$ cat src/rtl/exc_entry_seq_if.sv
// Core data bus as seen by the exception-entry sequencer.
// The sequencer is the master. The slave is the memory system.
//
// Handshake: the master raises bus_req and presents bus_we/bus_addr/bus_wdata.
// The master holds all of these unchanged until bus_ack is sampled high at a posedge.
// bus_ack only has meaning while bus_req=1.
// bus_err and bus_rdata only have meaning in a cycle where bus_ack=1.
// A new beat may be presented in the cycle right after an ack.
interface exc_entry_seq_if;
  logic        bus_req;
  logic        bus_we;
  logic [31:0] bus_addr;
  logic [31:0] bus_wdata;
  logic        bus_ack;
  logic        bus_err;
  logic [31:0] bus_rdata;

  modport master (
    output bus_req,
    output bus_we,
    output bus_addr,
    output bus_wdata,
    input  bus_ack,
    input  bus_err,
    input  bus_rdata
  );

  modport slave (
    input  bus_req,
    input  bus_we,
    input  bus_addr,
    input  bus_wdata,
    output bus_ack,
    output bus_err,
    output bus_rdata
  );
endinterface

$ cat src/rtl/exc_entry_seq.sv
// Exception-entry sequencer: stacks the 8-word frame, fetches the handler vector,
// then strobes the new PC/LR/SP/IPSR into the core. A bus error during entry locks up.
module exc_entry_seq #(
  parameter logic [31:0] VTOR = 32'h0000_0000
) (
  input  logic                  clk,
  input  logic                  rst,
  input  logic                  irq_valid,
  input  logic [7:0]            irq_num,
  output logic                  irq_ack,
  output logic                  busy,
  input  logic [31:0]           sp_in,
  output logic [2:0]            reg_rd_idx,
  input  logic [31:0]           reg_rd_data,
  exc_entry_seq_if.master       bus,
  output logic                  exc_load,
  output logic [31:0]           pc_value,
  output logic [31:0]           lr_value,
  output logic [31:0]           sp_value,
  output logic [5:0]            ipsr_value,
  output logic                  lockup,
  output logic [2:0]            dbg_state
);

  typedef enum logic [2:0] {
    S_IDLE  = 3'd0,
    S_STACK = 3'd1,
    S_VEC   = 3'd2,
    S_DONE  = 3'd3,
    S_LOCK  = 3'd4
  } state_e;

  localparam logic [31:0] EXC_RETURN = 32'hFFFF_FFF9;

  state_e      state_q;
  logic [2:0]  idx_q;
  logic [31:0] base_q;
  logic        align_q;
  logic [4:0]  num_q;
  logic        irq_ack_q;
  logic        busy_q;
  logic        req_q;
  logic        we_q;
  logic [31:0] addr_q;
  logic        load_q;
  logic [31:0] pc_q;
  logic [31:0] lr_q;
  logic [31:0] sp_q;
  logic [5:0]  ipsr_q;
  logic        lockup_q;

  logic        accept_d;
  logic        align_d;
  logic [31:0] sp_adj_d;
  logic [31:0] base_d;
  logic [5:0]  exc_num_d;
  logic [31:0] vec_addr_d;
  logic [31:0] xpsr_d;

  // The frame base is 8-byte aligned.
  // A 4-byte pad is inserted when the incoming SP is only word aligned.
  assign align_d    = sp_in[2];
  assign sp_adj_d   = sp_in - 32'd32 - (align_d ? 32'd4 : 32'd0);
  assign base_d     = sp_adj_d & ~32'h0000_0007;
  assign accept_d   = irq_valid && (irq_num[7:5] == 3'b000) && !lockup_q;
  assign exc_num_d  = 6'd16 + {1'b0, num_q};
  assign vec_addr_d = VTOR + {24'd0, exc_num_d, 2'b00};

  // The stacked xPSR carries the alignment pad flag in bit 9.
  // This lets exception return undo the pad.
  assign xpsr_d = {reg_rd_data[31:10], align_q, reg_rd_data[8:0]};

  always_ff @(posedge clk or posedge rst) begin
    if (rst) begin
      state_q   <= S_IDLE;
      idx_q     <= 3'd0;
      base_q    <= 32'h0;
      align_q   <= 1'b0;
      num_q     <= 5'd0;
      irq_ack_q <= 1'b0;
      busy_q    <= 1'b0;
      req_q     <= 1'b0;
      we_q      <= 1'b0;
      addr_q    <= 32'h0;
      load_q    <= 1'b0;
      pc_q      <= 32'h0;
      lr_q      <= 32'h0;
      sp_q      <= 32'h0;
      ipsr_q    <= 6'd0;
      lockup_q  <= 1'b0;
    end else begin
      irq_ack_q <= 1'b0;
      load_q    <= 1'b0;
      case (state_q)
        S_IDLE: begin
          if (accept_d) begin
            state_q   <= S_STACK;
            num_q     <= irq_num[4:0];
            base_q    <= base_d;
            align_q   <= align_d;
            idx_q     <= 3'd0;
            irq_ack_q <= 1'b1;
            busy_q    <= 1'b1;
            req_q     <= 1'b1;
            we_q      <= 1'b1;
            addr_q    <= base_d;
          end
        end
        S_STACK: begin
          if (bus.bus_ack) begin
            if (bus.bus_err) begin
              state_q  <= S_LOCK;
              lockup_q <= 1'b1;
              busy_q   <= 1'b0;
              req_q    <= 1'b0;
              we_q     <= 1'b0;
              addr_q   <= 32'h0;
              idx_q    <= 3'd0;
            end else if (idx_q == 3'd7) begin
              state_q <= S_VEC;
              idx_q   <= 3'd0;
              we_q    <= 1'b0;
              addr_q  <= vec_addr_d;
            end else begin
              idx_q  <= idx_q + 3'd1;
              addr_q <= addr_q + 32'd4;
            end
          end
        end
        S_VEC: begin
          if (bus.bus_ack) begin
            req_q  <= 1'b0;
            addr_q <= 32'h0;
            if (bus.bus_err) begin
              state_q  <= S_LOCK;
              lockup_q <= 1'b1;
              busy_q   <= 1'b0;
            end else begin
              state_q <= S_DONE;
              load_q  <= 1'b1;
              pc_q    <= bus.bus_rdata & ~32'h0000_0001;
              lr_q    <= EXC_RETURN;
              sp_q    <= base_q;
              ipsr_q  <= exc_num_d;
            end
          end
        end
        S_DONE: begin
          state_q <= S_IDLE;
          busy_q  <= 1'b0;
          pc_q    <= 32'h0;
          lr_q    <= 32'h0;
          sp_q    <= 32'h0;
          ipsr_q  <= 6'd0;
        end
        S_LOCK: begin
          state_q <= S_LOCK;
        end
        default: begin
          state_q <= S_IDLE;
        end
      endcase
    end
  end

  assign irq_ack       = irq_ack_q;
  assign busy          = busy_q;
  assign reg_rd_idx    = idx_q;
  assign bus.bus_req   = req_q;
  assign bus.bus_we    = we_q;
  assign bus.bus_addr  = addr_q;
  assign bus.bus_wdata = (state_q == S_STACK) ? ((idx_q == 3'd7) ? xpsr_d : reg_rd_data) : 32'h0;
  assign exc_load      = load_q;
  assign pc_value      = pc_q;
  assign lr_value      = lr_q;
  assign sp_value      = sp_q;
  assign ipsr_value    = ipsr_q;
  assign lockup        = lockup_q;
  assign dbg_state     = state_q;

endmodule
$ cat src/flat_wrapper.sv
// flat-port wrapper written by rule: the top's interface ports become plain ports
module exc_entry_seq_flat 
#(
  parameter logic [31:0] VTOR = 32'h0000_0000
)
  (clk, rst, irq_valid, irq_num, irq_ack, busy, sp_in, reg_rd_idx, reg_rd_data, exc_load, pc_value, lr_value, sp_value, ipsr_value, lockup, dbg_state, bus_bus_req, bus_bus_we, bus_bus_addr, bus_bus_wdata, bus_bus_ack, bus_bus_err, bus_bus_rdata);
  exc_entry_seq_if bus_i ();
  input  logic clk;
  input  logic rst;
  input  logic irq_valid;
  input  logic [7:0] irq_num;
  output logic irq_ack;
  output logic busy;
  input  logic [31:0] sp_in;
  output logic [2:0] reg_rd_idx;
  input  logic [31:0] reg_rd_data;
  output logic exc_load;
  output logic [31:0] pc_value;
  output logic [31:0] lr_value;
  output logic [31:0] sp_value;
  output logic [5:0] ipsr_value;
  output logic lockup;
  output logic [2:0] dbg_state;
  output wire logic [$bits(bus_i.bus_req)-1:0] bus_bus_req;
  output wire logic [$bits(bus_i.bus_we)-1:0] bus_bus_we;
  output wire logic [$bits(bus_i.bus_addr)-1:0] bus_bus_addr;
  output wire logic [$bits(bus_i.bus_wdata)-1:0] bus_bus_wdata;
  input wire logic [$bits(bus_i.bus_ack)-1:0] bus_bus_ack;
  input wire logic [$bits(bus_i.bus_err)-1:0] bus_bus_err;
  input wire logic [$bits(bus_i.bus_rdata)-1:0] bus_bus_rdata;
  assign bus_bus_req = bus_i.bus_req;
  assign bus_bus_we = bus_i.bus_we;
  assign bus_bus_addr = bus_i.bus_addr;
  assign bus_bus_wdata = bus_i.bus_wdata;
  assign bus_i.bus_ack = bus_bus_ack;
  assign bus_i.bus_err = bus_bus_err;
  assign bus_i.bus_rdata = bus_bus_rdata;
  exc_entry_seq #(.VTOR(VTOR)) u_core (.clk(clk), .rst(rst), .irq_valid(irq_valid), .irq_num(irq_num), .irq_ack(irq_ack), .busy(busy), .sp_in(sp_in), .reg_rd_idx(reg_rd_idx), .reg_rd_data(reg_rd_data), .bus(bus_i), .exc_load(exc_load), .pc_value(pc_value), .lr_value(lr_value), .sp_value(sp_value), .ipsr_value(ipsr_value), .lockup(lockup), .dbg_state(dbg_state));
endmodule
$ cat config.mk
export PLATFORM = sky130hd
export DESIGN_NAME = exc_entry_seq_flat
export DESIGN_NICKNAME = d
export VERILOG_FILES = /design/src/rtl/exc_entry_seq_if.sv /design/src/rtl/exc_entry_seq.sv /design/src/flat_wrapper.sv
export SDC_FILE = /design/constraint.sdc
export NUM_CORES = 1
export LEC_CHECK = 0
export ABC_AREA = 1
export CAP_MARGIN = 20
export CORE_UTILIZATION = 42
export CTS_CLUSTER_SIZE = 14
export DETAILED_ROUTE_END_ITERATION = 10
export GPL_TIMING_DRIVEN = 0
export PLACE_DENSITY = 0.76
export SLEW_MARGIN = 10
export SYNTH_ARGS = -nofsm -noshare
export SYNTH_HDL_FRONTEND = slang
export SYNTH_SLANG_ARGS = --single-unit
export TNS_END_PERCENT = 20
$ cat constraint.sdc
create_clock -name clk -period 4.95 [get_ports clk]
set_input_delay 0.99 -clock clk [delete_from_list [all_inputs] [get_ports clk]]
set_output_delay 0.99 -clock clk [all_outputs]
set_load 0.02 [all_outputs]
# ---- After elaboration in Yosys (flattened, before gate mapping)
# Cells that the tools add are included.
dict set report classes {
  eq_ne 13
  n_addsub 5
  reduce_logical 19
  n_mux 48
}
# cell count
set ops {}
lappend ops {{2-to-1 mux 32 bit} 12}
lappend ops {{one-hot mux 32 bit (2 select lines)} 3}
lappend ops {{one-hot mux 32 bit (3 select lines)} 1}
lappend ops {{2-to-1 mux 3 bit} 11}
lappend ops {{adder 32 x 3 -> 32 bit (second input constant)} 1}
lappend ops {{subtractor 32 bit} 1}
lappend ops {{subtractor 32 x 6 -> 32 bit (second input constant)} 1}
lappend ops {{AND reduction 4 bit} 4}
lappend ops {{2-to-1 mux 1 bit} 12}
lappend ops {{2-to-1 mux 6 bit} 2}
lappend ops {{one-hot mux 3 bit (4 select lines)} 1}
lappend ops {{one-hot mux 6 bit (2 select lines)} 1}
lappend ops {{2-to-1 mux 10 bit} 1}
lappend ops {{AND reduction 3 bit} 3}
lappend ops {{!= test 2 bit (second input constant)} 4}
lappend ops {{adder 5 x 5 -> 6 bit (first input constant)} 1}
lappend ops {{equality test 3 x 2 -> 1 bit (second input constant)} 2}
lappend ops {{equality test 3 bit (second input constant)} 2}
lappend ops {{zero test 3 bit} 2}
lappend ops {{!= test 2 x 1 -> 1 bit (second input constant)} 3}
lappend ops {{one-hot mux 1 bit (3 select lines)} 2}
lappend ops {{one-hot mux 3 bit (2 select lines)} 1}
lappend ops {{nonzero test 3 bit} 2}
lappend ops {{AND reduction 5 bit} 1}
lappend ops {{other kinds (9)} 11}
dict set report word_totals {
  in_bits 109
  regBits 181
  elab_cells 101
}

# ---- Longest topological paths before layout
# Gate-level depths: netlist of the first run.
dict set report logic_depth {
  word_depth 5
  depth_mapped 14
}

# ---- Worst setup path after synthesis of the first run
# OpenSTA, ideal clock, no wires.
dict set report synth_path {
  kind {reg2out}
  from {register u_core.idx_q[0], in the netlist u_core.reg_rd_idx[0]}
  to {output bus_bus_wdata[9]}
  path_stages_with_launch 7
  arrival_ns 1.564
  t_required_ns 3.960
  n_path_buf 1
  path_slack_ns 2.396
  path_cell_list {dfrtp_1 > ha_1 > ha_1 > buf_2 > inv_1 > nand2_1 > a21oi_1}
}
dict set report synth_via {
  elab_chain_len 3
}
# item line
set synth_rtl {}
lappend synth_rtl {{start: declaration} exc_entry_seq.sv:36} ;# logic [2:0] idx_q;
lappend synth_rtl {{start signal: assignment} exc_entry_seq.sv:125} ;# idx_q <= idx_q + 3'd1;
lappend synth_rtl {{equality test 3 bit} exc_entry_seq.sv:172} ;# assign bus.bus_wdata = (state_q == S_STACK) ? ((idx_q == 3'd7) ? xpsr_d : reg_rd_data) : 32'h0;
lappend synth_rtl {{2-to-1 mux 10 bit} exc_entry_seq.sv:172}
lappend synth_rtl {{2-to-1 mux 32 bit} exc_entry_seq.sv:172}
lappend synth_rtl {{end: declaration} flat_wrapper.sv:27} ;# output wire logic [$bits(bus_i.bus_wdata)-1:0] bus_bus_wdata;
# No other way between the ends.

# ---- Worst setup path after layout of the first run
# Same ends and word-level chain as after synthesis.

==> results of run 1 <==
==> metal layers <==
| layer | up-vias | track usage | routed length [um] |
|---|---|---|---|
| li1 | 4198 | - | - |
| met1 | 3872 | 0.3433 | 11650 |
| met2 | 308 | 0.4630 | 13120 |
| met3 | 46 | 0.05698 | 1882 |
| met4 | 0 | 0.09742 | 755 |
| met5 | - | 0 | 0 |
==> final cells by class <==
type,instances,area share
clock inverter,15,0.01563
tap,265,0.02725
timing repair buffer,277,0.2293
sequential,144,0.2961
antenna,1,0.0002057
buffer,71,0.04072
inverter,189,0.05933
multi-input combinational,779,0.2965
clock buffer,17,0.03496
==> worst register-to-register path: stages, from the launching register on <==
cell     delay (ns)
dfrtp_1        0.51
ha_1           0.28
nand2_1        0.09
nor2_1         0.22
nand2_2        0.18
nor2_1         0.23
nand3_1        0.11
nand3_1        0.09
nand2_1        0.06
nand2_1        0.05
nand2_1        0.04
==> report_power, final <==
| part | total (mW) | internal (mW) | switching [mW] | leakage, nW |
|---|---|---|---|---|
| Combinational | 0.428 | 0.215 | 0.214 | 3.88 |
| Sequential | 1.23 | 1.21 | 0.0204 | 1.74 |
| Clock | 1.35 | 0.769 | 0.577 | 0.300 |
| Total | 3.00 | 2.19 | 0.811 | 5.92 |
==> registers in the layout, summed over array words and instances (netlist names), 3 cells and up <==
register,flops
u_core.pc_value,31
u_core.bus.bus_addr,30
u_core.base_q,29
u_core.sp_value,29
u_core.ipsr_value,6
u_core.num_q,5
u_core.dbg_state,3
u_core.reg_rd_idx,3
==> through the flow <==
stage          std cells  hold WS [ns]  setup TNS [ns]  setup slack (ns)
6_report            1758        0.4755               0             1.487
2_1_floorplan       1183        0.4422               0           0.09372
4_1_cts             1757        0.4735               0             1.478
5_1_grt             1758        0.5082               0             1.353
3_3_place_gp        1724        0.4549         -281.21            -1.968
3_5_place_dp        1725        0.4649               0             1.617
==> cells by family (layout without fill, tap and decap cells) <==
logic type | count (synthesis) | after routing | share of synthesized area
AND/OR/NAND/NOR | 594 | 594 | 0.2972
buffers and inverters | 260 | 569 | 0.1441
AO/OA/AOI/OAI | 154 | 154 | 0.1023
flip-flops | 144 | 144 | 0.4293
XOR/XNOR | 17 | 17 | 0.01774
adder cells (fa/ha/maj) | 6 | 6 | 0.008943
other | 1 | 9 | 0.0004467
==> how the worst max path moves through the flow <==
stage / to / slack, ns / depth (start not counted)
2_1_floorplan: u_core.align_q$_DFFE_PP0P_ / 0.09 / 1
3_3_place_gp: u_core.bus.bus_addr[23]$_DFFE_PP0P_ / -1.97 / 2
3_5_place_dp: bus_bus_wdata[9] / 1.62 / 4
4_1_cts: bus_bus_wdata[9] / 1.48 / 7
5_1_grt: bus_bus_wdata[9] / 1.35 / 7
6_report: bus_bus_wdata[9] / 1.49 / 7
==> placed cells by master, fill, tap and decap left out, types with 4 or more instances in the layout <==
| cell type | n |
|---|---|
| nor2_1 | 133 |
| inv_6 | 5 |
| dfrtp_1 | 144 |
| buf_4 | 45 |
| o22ai_1 | 14 |
| nand3_1 | 57 |
| nor2_4 | 5 |
| nand4_1 | 6 |
| o21ai_1 | 23 |
| conb_1 | 8 |
| nand3b_1 | 4 |
| nand2_2 | 5 |
| xnor2_1 | 5 |
| nand2_1 | 367 |
| a21o_1 | 4 |
| inv_2 | 8 |
| o21ai_0 | 80 |
| nor2_2 | 6 |
| a21oi_1 | 12 |
| inv_1 | 178 |
| inv_8 | 5 |
| ha_1 | 6 |
| clkdlybuf4s50_1 | 276 |
| buf_2 | 18 |
| xor2_1 | 12 |
| buf_6 | 5 |
| a31oi_1 | 6 |
| clkbuf_16 | 17 |
==> results.sh, run 1 <==
export IMPL_post_dp_cell_area_sq_um=11550
export IMPL_period_needed_ns=3.463
export IMPL_cp_max_fo=9
export IMPL_fp_dieH_um=143.4
export IMPL_cp_start_kind="register"
export IMPL_max_slew_margin=0.4357
export IMPL_grt_pass1_wl_mm=42.15
export IMPL_worstPathArrival_ns=2.47
export IMPL_rows=51
export IMPL_finalSetupViolCount=0
export IMPL_syn_avg_cell_area_sq_um=7.138
export IMPL_leakagePower_nw=5.923
export IMPL_num_vias=8424
export IMPL_fmax_mhz=288.8
export IMPL_gp_congestion=0.9540
export IMPL_path_cells="ha_1 -> ha_1 -> buf_2 -> inv_1 -> nand2_1 -> a21oi_1 -> clkdlybuf4s50_1"
export IMPL_wire_per_inst_um=15.59
export IMPL_fin_area_sq_um=12170
export IMPL_maxSlewViolCount=0
export IMPL_slowest_stage="clkdlybuf4s50_1"
export IMPL_clock_skew_ns=0.006256
export IMPL_power_mw=3.004
export IMPL_ys_ff_latch=144
export IMPL_whs_path_depth=1
export IMPL_ys_types=41
export IMPL_dp_hpwl_mm=21.59
export IMPL_cts_tree="built"
export IMPL_max_clock_path_buffers=2
export IMPL_first_global_vias=7967
export IMPL_end_kind="primary output"
export IMPL_status="finished, final reports clean"
export IMPL_netlist_top_cells_area="dfrtp_1 43%, nand2_1 16%, inv_1 8.0%, nor2_1 5.9%, o21ai_0 4.8%"
export IMPL_post_cts_setup_buffers=0
export IMPL_multi_input_area_sq_um=3607
export IMPL_seq_area_sq_um=3603
export IMPL_r2r_cells=10
export IMPL_num_nets_final=1594
export IMPL_grt_total_usage=0.2731
export IMPL_cts_sinks=144
export IMPL_holdCritPathClass="register to register"
export IMPL_synth_top_area_frac=0.4293
export IMPL_vias_per_cell=4.792
export IMPL_antenna_found_initial=1
export IMPL_htreeDepth=4
export IMPL_synth_most_common_cell="nand2_1"
export IMPL_drt_iter0_markers=495
export IMPL_wl_mm=27.41
export IMPL_path_buf_inv=3
export IMPL_synth_edf_count=0
export IMPL_syn_inst=1176
export IMPL_grt_max_degree=78
export IMPL_whs_endpoint="u_core.ipsr_value[4]$_DFFE_PP0P_"
export IMPL_die_area_sq_um=20560
export IMPL_r2r_slack_ns=2.97
export IMPL_core_sq_um=19530
export IMPL_antenna_left=0
export IMPL_worstHoldStart="u_core.num_q[4]$_DFFE_PP0P_"
export IMPL_critPathMostFrequentCell="ha_1"
export IMPL_ctsResizeCount=0
export IMPL_ys_warn_count=0
export IMPL_cellPowerDensity_nw_per_um2=246.9
export IMPL_reg2reg_from="u_core.bus.bus_addr[2]$_DFFE_PP0P_"
export IMPL_r2r_end="u_core.bus.bus_addr[20]$_DFFE_PP0P_"
export IMPL_drc=0
export IMPL_synth_seq_area_share=0.4293
export IMPL_port_buffers=276
export IMPL_die_x_um=143.4
export IMPL_synth_area_sq_um=8394
export IMPL_synth_async_reset_ratio=1.000
export IMPL_critPathRequiredTime_ns=3.96
export IMPL_holdBufCountCts=0
export IMPL_rsz0062_at_grt="no"
export IMPL_startpoint="u_core.reg_rd_idx[0]$_DFFE_PP0P_"
export IMPL_cts_made_buffers=17
export IMPL_hold_viol=0
export IMPL_setup_worst_path_class="register to primary output"
export IMPL_yosysTopAreaCell="dfrtp_1"
export IMPL_cp_slowest_stage_delay_ns=0.63
export IMPL_num_fill_cells=1723
export IMPL_maxCapViolations=0
export IMPL_grt_ovfl_total=0
export IMPL_timing_final_crit_share=0.6996
export IMPL_utilization=0.6232
export IMPL_initial_core_util=0.4299
export IMPL_worstSkewPairLatency_ns=0.43
export IMPL_synth_top_flop_cell="dfrtp_1"
export IMPL_drive_gt1_frac=0.09316
export IMPL_cts_root_buf="clkbuf_16"
export IMPL_ir_drop_mv=0.2491
export IMPL_synthToLayoutAreaGrowth_pct=44.95
export IMPL_worst_slew_pin_slew_ns=0.8464
export IMPL_pin_count=287
export IMPL_crit_family="buffers and inverters"
export IMPL_ys_top_cells_by_count="367 x nand2_1, 179 x inv_1, 144 x dfrtp_1"
export IMPL_clkSlewWorstSetupHoldPaths_ns=0.07
export IMPL_dr_pass1_iters=5
(Power assumes the default switching activity.)
==> run 2, diff against run 1 <==
Settings changed: CORE_UTILIZATION 42 to 46, PLACE_DENSITY 0.76 to 0.79.
Clock period 4.95 ns to 3.6 ns, I/O delays scaled along.
==> run 2 against run 1 <==
Critical path depth unchanged. Largest power group unchanged. Non-clock buffer count is 3 higher. Via count is 0.34% higher.
==> results.sh, run 2 (same netlist as run 1, synthesis figures left out) <==
export IMPL_timing_final_crit_share=0.8814
export IMPL_cts_root_buf="clkbuf_16"
export IMPL_post_cts_setup_buffers=0
export IMPL_end_kind="primary output"
export IMPL_grt_ovfl_total=0
export IMPL_first_global_vias=7942
export IMPL_cp_start_kind="register"
export IMPL_clock_skew_ns=0.007127
export IMPL_leakagePower_nw=5.933
export IMPL_cts_tree="built"
export IMPL_cellPowerDensity_nw_per_um2=334.7
export IMPL_slowest_stage="clkdlybuf4s50_1"
export IMPL_holdCritPathClass="register to register"
export IMPL_worstPathArrival_ns=2.45
export IMPL_path_buf_inv=3
export IMPL_grt_max_degree=39
export IMPL_clkSlewWorstSetupHoldPaths_ns=0.07
export IMPL_maxSlewViolCount=0
export IMPL_port_buffers=276
export IMPL_final_cell_mix="367 x nand2_1, 276 x clkdlybuf4s50_1, 178 x inv_1"
export IMPL_synthToLayoutAreaGrowth_pct=44.82
export IMPL_fmax_mhz=315.2
export IMPL_initial_core_util=0.4689
export IMPL_ctsResizeCount=0
export IMPL_startpoint="u_core.reg_rd_idx[0]$_DFFE_PP0P_"
export IMPL_maxCapViolations=0
export IMPL_path_cells="ha_1 -> ha_1 -> buf_2 -> inv_1 -> nand2_1 -> a21oi_1 -> clkdlybuf4s50_1"
export IMPL_largest_reg_flops=31
export IMPL_num_vias=8453
export IMPL_cp_max_fo=9
export IMPL_antenna_found_initial=1
export IMPL_layout_commonest_cell="nand2_1"
export IMPL_status="finished, final reports clean"
export IMPL_reg2reg_from="u_core.reg_rd_idx[0]$_DFFE_PP0P_"
export IMPL_gp_congestion=0.9609
export IMPL_ir_drop_mv=0.3481
export IMPL_hold_viol=0
export IMPL_cts_made_buffers=17
export IMPL_die_x_um=137.1
export IMPL_worstSkewPairLatency_ns=0.42
export IMPL_critPathMostFrequentCell="ha_1"
export IMPL_drc=0
export IMPL_pre_cts_ws_ns=0.6531
export IMPL_drive_gt1_frac=0.09498
export IMPL_crit_family="buffers and inverters"
export IMPL_whs_path_depth=2
export IMPL_finalSetupViolCount=0
export IMPL_cp_num_cells=7
export IMPL_dr_pass1_iters=5
export IMPL_critPathRequiredTime_ns=2.88
export IMPL_rows=49
export IMPL_max_slew_margin=0.4468
export IMPL_worst_slew_pin_slew_ns=0.8299
export IMPL_num_nets_final=1597
export IMPL_r2r_end="u_core.dbg_state[0]$_DFFE_PP0P_"
export IMPL_period_needed_ns=3.173
export IMPL_holdBufCountCts=0
export IMPL_vias_per_cell=4.900
export IMPL_wire_per_inst_um=15.52
export IMPL_antenna_left=0
export IMPL_rsz0062_at_grt="no"
export IMPL_max_clock_path_buffers=2
export IMPL_utilization=0.6791
export IMPL_dp_hpwl_mm=21.21
export IMPL_grt_total_usage=0.2909
export IMPL_grt_pass1_wl_mm=41.09
export IMPL_pin_count=287
export IMPL_r2r_slack_ns=1.62
export IMPL_crit_end="bus_bus_wdata[9]"
export IMPL_drt_iter0_markers=436
export IMPL_cts_sinks=144
export IMPL_core_sq_um=17900
export IMPL_htreeDepth=4
export IMPL_r2r_cells=10
export IMPL_fp_dieH_um=137.1
export IMPL_wl_mm=26.78
export IMPL_fin_ws_ns=0.4270
export IMPL_cp_slowest_stage_delay_ns=0.63
export IMPL_die_area_sq_um=18790
export IMPL_setup_worst_path_class="register to primary output"
[run 2: cell count changes in the layout (fill, tap and decap cells not counted), moves of 2 or more]
cell      delta
inv_6        -2
inv_8        -3
clkinv_4     +2
buf_12       +4
clkinv_8     +2
[run 2: tightest hold or removal path: cells and delay by family, from the launching register on]
kind | cells | cell delay (ns)
flip-flops | 1 | 0.34
AND/OR/NAND/NOR | 2 | 0.11
[run 2: final cells by class]
| cell class | count | area, sq um |
|---|---|---|
| multi-input combinational | 779 | 3607 |
| fill | 1576 | 5746 |
| clock inverter | 15 | 175.2 |
| buffer | 71 | 495.5 |
| inverter | 189 | 718.2 |
| timing repair buffer | 280 | 2843 |
| tap | 229 | 286.5 |
| sequential | 144 | 3603 |
| clock buffer | 17 | 425.4 |
| antenna | 1 | 2.502 |
[run 2: worst min path at each step]
stage                                      startpoint                                to  slack (ns)
after floorplan            u_core.align_q$_DFFE_PP0P_        u_core.align_q$_DFFE_PP0P_        0.44
after global placement        u_core.busy$_DFFE_PP0P_           u_core.busy$_DFFE_PP0P_        0.46
after detailed placement    u_core.lockup$_DFFE_PP0P_         u_core.lockup$_DFFE_PP0P_        0.46
after CTS                   u_core.lockup$_DFFE_PP0P_         u_core.lockup$_DFFE_PP0P_        0.48
after global routing      u_core.num_q[4]$_DFFE_PP0P_  u_core.ipsr_value[4]$_DFFE_PP0P_        0.50
final                         u_core.busy$_DFFE_PP0P_           u_core.busy$_DFFE_PP0P_        0.47
[run 2: per-layer routing]
layer  wire length (um)  GRT usage  vias up
li1                   -          -     4201
met1              10700     0.3563     3825
met2              12960     0.4961      370
met3               2259    0.05667       57
met4                859     0.1264        0
met5                  0          0        -
[run 2: power by group]
part	total [mW]	leakage [nW]	switching (mW)	internal, mW
Combinational	0.593	3.90	0.292	0.301
Clock	1.78	0.291	0.798	0.986
Sequential	1.69	1.74	0.0296	1.66
Total	4.07	5.93	1.12	2.95
[run 2: through the flow]
stage                     cell area [sq um]  setup TNS (ns)  cells  power (mW)  hold slack [ns]
after CTS                             12150               0   1724       4.095           0.4801
after global routing                  12160               0   1725       4.232           0.4961
after global placement                11470          -25.76   1688       2.296           0.4569
after detailed placement              11550               0   1692       2.314           0.4650
after floorplan                        8424               0   1183       1.985           0.4422
final                                 12160               0   1725       4.069           0.4747
